`config.mk`:
```
export PLATFORM = sky130hd
export DESIGN_NAME = uart_rx
export DESIGN_NICKNAME = d
export VERILOG_FILES = /design/src/rtl/uart_pkg.sv /design/src/rtl/uart_rx_sync2.sv /design/src/rtl/uart_rx.sv
export SDC_FILE = /design/constraint.sdc
export NUM_CORES = 1
export LEC_CHECK = 0
export CAP_MARGIN = 20
export CORE_MARGIN = 1.5
export CORE_UTILIZATION = 42
export CTS_BUF_LIST = sky130_fd_sc_hd__clkbuf_8
export CTS_CLUSTER_SIZE = 28
export DETAILED_ROUTE_END_ITERATION = 16
export DONT_BUFFER_PORTS = 1
export HOLD_SLACK_MARGIN = 0.15
export PLACE_DENSITY = 0.52
export SYNTH_ARGS = -nofsm -noshare
export SYNTH_HDL_FRONTEND = slang
export SYNTH_HIERARCHICAL = 1
export SYNTH_SLANG_ARGS = --single-unit
```
`constraint.sdc`:
```
create_clock -name clk -period 1.8 [get_ports clk]
set_input_delay 0.27 -clock clk [delete_from_list [all_inputs] [get_ports clk]]
set_output_delay 0.27 -clock clk [all_outputs]
set_load 0.01 [all_outputs]
```
`src/rtl/uart_pkg.sv`:
```
// Shared UART definitions (receiver and transmitter): state encoding, data width, default bit timing.
package uart_pkg;

    localparam int DATA_BITS            = 8;
    localparam int CLKS_PER_BIT_DEFAULT = 104;

    typedef enum logic [2:0] {
        IDLE   = 3'd0,
        START  = 3'd1,
        DATA   = 3'd2,
        PARITY = 3'd3,
        STOP   = 3'd4
    } uart_state_t;

    function automatic logic even_parity(input logic [DATA_BITS-1:0] d);
        return ^d;
    endfunction

endpackage

```
`src/rtl/uart_rx_sync2.sv`:
```
// Two-flop synchronizer for the asynchronous serial line; both flops reset to the idle level (1).
module sync2 (
    input  logic clk,
    input  logic rstn,
    input  logic d,
    output logic q
);

    logic [1:0] stage_reg;

    always_ff @(posedge clk or negedge rstn) begin
        if (!rstn) begin
            stage_reg <= 2'b11;
        end else begin
            stage_reg <= {stage_reg[0], d};
        end
    end

    assign q = stage_reg[1];

endmodule

```
`src/rtl/uart_rx.sv`:
```
// UART receiver, 8N1 by default; define UART_RX_PARITY_EN for 8E1 with a parity_err flag.
module uart_rx
    import uart_pkg::*;
#(
    parameter int CLKS_PER_BIT = CLKS_PER_BIT_DEFAULT
) (
    input  logic                 clk,
    input  logic                 rstn,
    input  logic                 rx,
    input  logic                 rx_ack,
    output logic [DATA_BITS-1:0] rx_byte,
    output logic                 rx_valid,
    output logic                 rx_busy,
    output logic                 frame_err,
    output logic                 overrun,
    output logic                 parity_err
);

    localparam int TW = $clog2(CLKS_PER_BIT);
    localparam logic [TW-1:0] HALF_LAST = TW'(CLKS_PER_BIT / 2 - 1);
    localparam logic [TW-1:0] BIT_LAST  = TW'(CLKS_PER_BIT - 1);

    logic                 rxs;
    uart_state_t          state_reg, state_next;
    logic [TW-1:0]        timer_reg, timer_next;
    logic [2:0]           bit_idx_reg, bit_idx_next;
    logic [DATA_BITS-1:0] shift_reg, shift_next;
    logic                 armed_reg, armed_next;
    logic [1:0]           fill_reg;
    logic                 deliver;
    logic                 frame_bad;
    logic [DATA_BITS-1:0] rx_byte_reg;
    logic                 rx_valid_reg;
    logic                 overrun_reg;
    logic                 frame_err_reg;
`ifdef UART_RX_PARITY_EN
    logic                 parity_bad_reg, parity_bad_next;
    logic                 parity_err_reg;
`endif

    sync2 u_sync (
        .clk  (clk),
        .rstn (rstn),
        .d    (rx),
        .q    (rxs)
    );

    // The synchronizer resets to 1, so arming waits until both flops hold real line samples.
    always_ff @(posedge clk or negedge rstn) begin
        if (!rstn) begin
            fill_reg <= 2'b00;
        end else begin
            fill_reg <= {fill_reg[0], 1'b1};
        end
    end

    always_ff @(posedge clk or negedge rstn) begin
        if (!rstn) begin
            state_reg   <= IDLE;
            timer_reg   <= '0;
            bit_idx_reg <= '0;
            shift_reg   <= '0;
            armed_reg   <= 1'b0;
`ifdef UART_RX_PARITY_EN
            parity_bad_reg <= 1'b0;
`endif
        end else begin
            state_reg   <= state_next;
            timer_reg   <= timer_next;
            bit_idx_reg <= bit_idx_next;
            shift_reg   <= shift_next;
            armed_reg   <= armed_next;
`ifdef UART_RX_PARITY_EN
            parity_bad_reg <= parity_bad_next;
`endif
        end
    end

    always_comb begin
        state_next   = state_reg;
        timer_next   = timer_reg + TW'(1);
        bit_idx_next = bit_idx_reg;
        shift_next   = shift_reg;
        armed_next   = armed_reg | (rxs & fill_reg[1]);
        deliver      = 1'b0;
        frame_bad    = 1'b0;
`ifdef UART_RX_PARITY_EN
        parity_bad_next = parity_bad_reg;
`endif
        case (state_reg)
            IDLE: begin
                timer_next = '0;
                if (armed_reg && !rxs) begin
                    state_next = START;
                end
            end
            START: begin
                if (timer_reg == HALF_LAST) begin
                    timer_next = '0;
                    if (rxs) begin
                        state_next = IDLE;
                    end else begin
                        state_next   = DATA;
                        bit_idx_next = '0;
                    end
                end
            end
            DATA: begin
                if (timer_reg == BIT_LAST) begin
                    timer_next   = '0;
                    shift_next   = {rxs, shift_reg[DATA_BITS-1:1]};
                    bit_idx_next = bit_idx_reg + 3'd1;
                    if (bit_idx_reg == 3'd7) begin
`ifdef UART_RX_PARITY_EN
                        state_next = PARITY;
`else
                        state_next = STOP;
`endif
                    end
                end
            end
            PARITY: begin
`ifdef UART_RX_PARITY_EN
                if (timer_reg == BIT_LAST) begin
                    timer_next      = '0;
                    parity_bad_next = rxs ^ even_parity(shift_reg);
                    state_next      = STOP;
                end
`else
                state_next = IDLE;
`endif
            end
            STOP: begin
                // Leave at mid-stop so a start bit with no idle gap is still caught.
                if (timer_reg == BIT_LAST) begin
                    timer_next = '0;
                    state_next = IDLE;
                    if (rxs) begin
                        deliver = 1'b1;
                    end else begin
                        frame_bad  = 1'b1;
                        armed_next = 1'b0;
                    end
                end
            end
            default: state_next = IDLE;
        endcase
    end

    always_ff @(posedge clk or negedge rstn) begin
        if (!rstn) begin
            rx_byte_reg   <= '0;
            rx_valid_reg  <= 1'b0;
            overrun_reg   <= 1'b0;
            frame_err_reg <= 1'b0;
        end else begin
            frame_err_reg <= frame_bad;
            if (rx_ack) begin
                rx_valid_reg <= 1'b0;
                overrun_reg  <= 1'b0;
            end
            if (deliver) begin
                if (rx_valid_reg && !rx_ack) begin
                    overrun_reg <= 1'b1;
                end else begin
                    rx_byte_reg  <= shift_reg;
                    rx_valid_reg <= 1'b1;
                end
            end
        end
    end

`ifdef UART_RX_PARITY_EN
    always_ff @(posedge clk or negedge rstn) begin
        if (!rstn) begin
            parity_err_reg <= 1'b0;
        end else begin
            if (rx_ack) begin
                parity_err_reg <= 1'b0;
            end
            if (deliver && !(rx_valid_reg && !rx_ack)) begin
                parity_err_reg <= parity_bad_reg;
            end
        end
    end
    assign parity_err = parity_err_reg;
`else
    assign parity_err = 1'b0;
`endif

    assign rx_byte   = rx_byte_reg;
    assign rx_valid  = rx_valid_reg;
    assign rx_busy   = (state_reg != IDLE);
    assign frame_err = frame_err_reg;
    assign overrun   = overrun_reg;

endmodule

```
==> results.md <==
- Maximum fanout count along the critical path: 11
- Setup violations, final: 0
- Number of hold-slack violations in the final timing report: 0
- Type of the worst min-delay path: in2reg
- Synth Area in Adders: roughly 2.3%
- Initial antenna violation count: 0
- Peak supply drop: 0.553 mV
- Hpwl dp: between 1.5 and 2 mm
- Cell count after synthesis: 126
- Global-route usage over all layers: 13.9%
- Number of warning messages in the yosys log: 6
- Insertion delay of the later-clocked pin in the worst-skew pair: 0.29 ns
- Width of the die: 65.0 um
- Number of buffers on the longest clock path: 2
- Synthesized netlist net count: 133
- Fmax: 584 MHz
- Avg Vias per Cell: 5.04
- Register bit count reported by yosys: 37
- CTS root buf: sky130_fd_sc_hd__clkbuf_8
- Number of I/O pins: 17
- Static Leakage: 0.872 nW
- Non-filler instance count after layout: 192
- Layout overhead on the synthesized area: 18.8%
- Most instantiated flip-flop cell in the synthesis netlist: sky130_fd_sc_hd__dfrtp_1
- Number of library cell types mapped by synthesis: 38
- Share of final-layout standard cells stronger than drive strength 1: 33.3%
- Most frequently used cell type in the post-synthesis netlist: sky130_fd_sc_hd__dfrtp_1
- Synth area leaders: sky130_fd_sc_hd__dfrtp_1 54%, sky130_fd_sc_hd__mux2_2 12%, sky130_fd_sc_hd__dfstp_2 3.3%
- Cell types with the highest counts after synthesis: 35 x sky130_fd_sc_hd__dfrtp_1, 17 x sky130_fd_sc_hd__mux2_2, 10 x sky130_fd_sc_hd__nand2_1, 8 x sky130_fd_sc_hd__nor2_1
- # rows: 22
- Synth Cell Area: 0.00161 sq mm
- Drt drc: 0
- Cell type with the highest aggregate area in the netlist: sky130_fd_sc_hd__dfrtp_1
- Final Wtd Congestion: 0.780
- Share of the synthesized area in compound gates (AO/OA/AOI/OAI): under 10%
- Fraction of registers with async set or reset after synthesis: 100%
- Register clock-pin slew on the reported worst setup and hold paths: 0.08 ns
- Cells traversed along the worst timing path: nand4bb_4, nor3_4, and3_2, mux2_2
- Total die area: 0.00422 sq mm
- Power density over the cells: between 1000 and 1500 mW/mm^2
- Remaining global-route overflow: 0
- Number of max-cap violations: 0
- Result of the run: finished clean
- Std-Cell Core Area: 0.00366 sq mm
- Count of buffers inserted at the top-level ports: 0
- Via count of the first global-routing pass: 942
- Critical path class: reg2reg
- Routed WL: 2.65 mm
- Pin count of the biggest net entering global routing: 38
- Number of clock sinks: 37
- Height of the chip: 65.0 um
- Share of the synthesized netlist area taken by xor and xnor gates: 2.72%
- Total iterations of the first detailed-routing run: 4
- Final-report max-slew violation count: 0
- Arrival @ worst endpoint: 1.88 ns
- Total via count after detailed routing: 967
- Number of antenna cells inserted: 0
- Period minus WS final: 1.71 ns
- Clock H-tree levels: 2
- Crit. End Element: flop
- Setup Skew: 0.00718 ns
- Initial core utilization: 44.1%
- Sequential fraction of the synthesis area: between 50% and 60%
- CP required: 1.97 ns
- Final core occ: 52.3%
- Part of the cycle the worst path needs: 95.1%
- Setup total negative slack: 0 ns
- Mean routed wirelength per cell: 13.8 um
- Share of the synthesized area in the top cell type: 54.3%
- TritonCTS clock tree: done
- Placed cells: roughly 180
- Post-synth EDFFs: 0
- Setup repair after global routing missed its margin: false
- Number of nets in the layout: 150
- Global-route wire length before repair: 4.35 mm
- Startpoint kind of the worst setup timing path: flop
- Clock buffers created by TritonCTS: 5
- Slowest cell on the critical path: sky130_fd_sc_hd__dfrtp_2
- Starting DRC count in detailed routing: 33
- Final antenna-violating net count: 0
- Avg Synthesized Cell Area: 12.8 sq um
- Largest family of logic cells by synthesized area: simple AND/OR/NAND/NOR gates
- Min Hold Slack: 0.230 ns
- Stage delay of the slowest cell on the critical path: 0.45 ns
- Share of synthesized cell area in and, or, nand and nor gates: 16.0%
- Multiplexer share of the synthesized area: 11.9%
## cell usage in the layout, fill, tap and decap left out, drive strengths merged, types with 2 or more instances in the layout
cell         Yosys  routed
dfrtp           35      35
nand2           10      10
xor2             2       2
conb             2       2
clkbuf           1       5
nor4             3       3
dfstp            2       2
dlygate4sd3      0       3
nor2             8       8
buf              3      11
a22o             2       2
mux2            17      17
xnor2            3       3
ha               3       3
bufinv           0       2
o21ai            4       4
nor3             5       5
inv              4       5
nand2b           2       2
or2              2       2
nand3            4       4
## power by group
| group | switching, mW | leakage, nW | internal (mW) |
|---|---|---|---|
| combinational | 0.160 | 0.316 | 0.184 |
| clock | 0.306 | 0.0687 | 0.558 |
| sequential | 0.0627 | 0.487 | 0.902 |
## metrics by stage
step	cell area [sq um]	power, mW	worst slack (ns)
3_5_place_dp	1710	1.27	0.0634
3_3_place_gp	1710	1.27	0.0953
6_report	1920	2.17	0.0877
4_1_cts	1890	2.17	0.0483
5_1_grt	1920	2.28	0.0124
2_1_floorplan	1610	1.17	0.182
## final timing paths
kind / from / end / slack [ns] / cells past startpoint
max: timer_reg[3] / shift_reg[5] / 0.09 / 4
min: rx_ack / rx_valid / 0.23 / 2
max reg2reg: timer_reg[3] / shift_reg[5] / 0.09 / 4
min reg2reg: fill_reg[0] / fill_reg[1] / 0.35 / 0
max in group asynchronous: rstn / u_sync/stage_reg[1] / 1.12 / 2
min in group asynchronous: rstn / state_reg[2] / 0.43 / 2
## metal layers
metal  up-vias  wire (um)  GRT usage, %
met4         0         40          6.38
met2        13       1150          19.8
li1        470          -             -
met1       480       1350          18.9
met3         4        108          5.03
met5         -          0             0
## final cells by class
type / instances / area (sq um)
clock buffers: 5 / 68.8
clock inverters: 3 / 68.8
repair buffers: 14 / 129
well taps: 48 / 60.1
multi-input cells: 81 / 644
fillers: 333 / 1750
inverters: 4 / 15.0
flip-flops and latches: 37 / 930
## cells by family (layout without fill, tap and decap cells)
| group | Yosys count | count (layout) |
|---|---|---|
| buf+inv | 8 | 26 |
| other cells | 2 | 2 |
| flops | 37 | 37 |
| xor+xnor | 5 | 5 |
| compound gates | 13 | 13 |
| simple gates | 41 | 41 |
| fa+ha+maj | 3 | 3 |
| mux | 17 | 17 |
## critical path, delay by kind of cell, from the launching register on
family | cells | cell delay (ns)
simple gates | 3 | 0.77
flops | 1 | 0.45
mux | 1 | 0.37
## timing repair
| action | in CTS | in global routing |
|---|---|---|
| hold buffers | 4 | 0 |
| resized for setup | 0 | 4 |
| endpoints found under the hold margin | 39 | 0 |
| endpoints found under the setup margin | 0 | 11 |
| setup buffers | 0 | 1 |
Power figures use the tool's default switching activity.
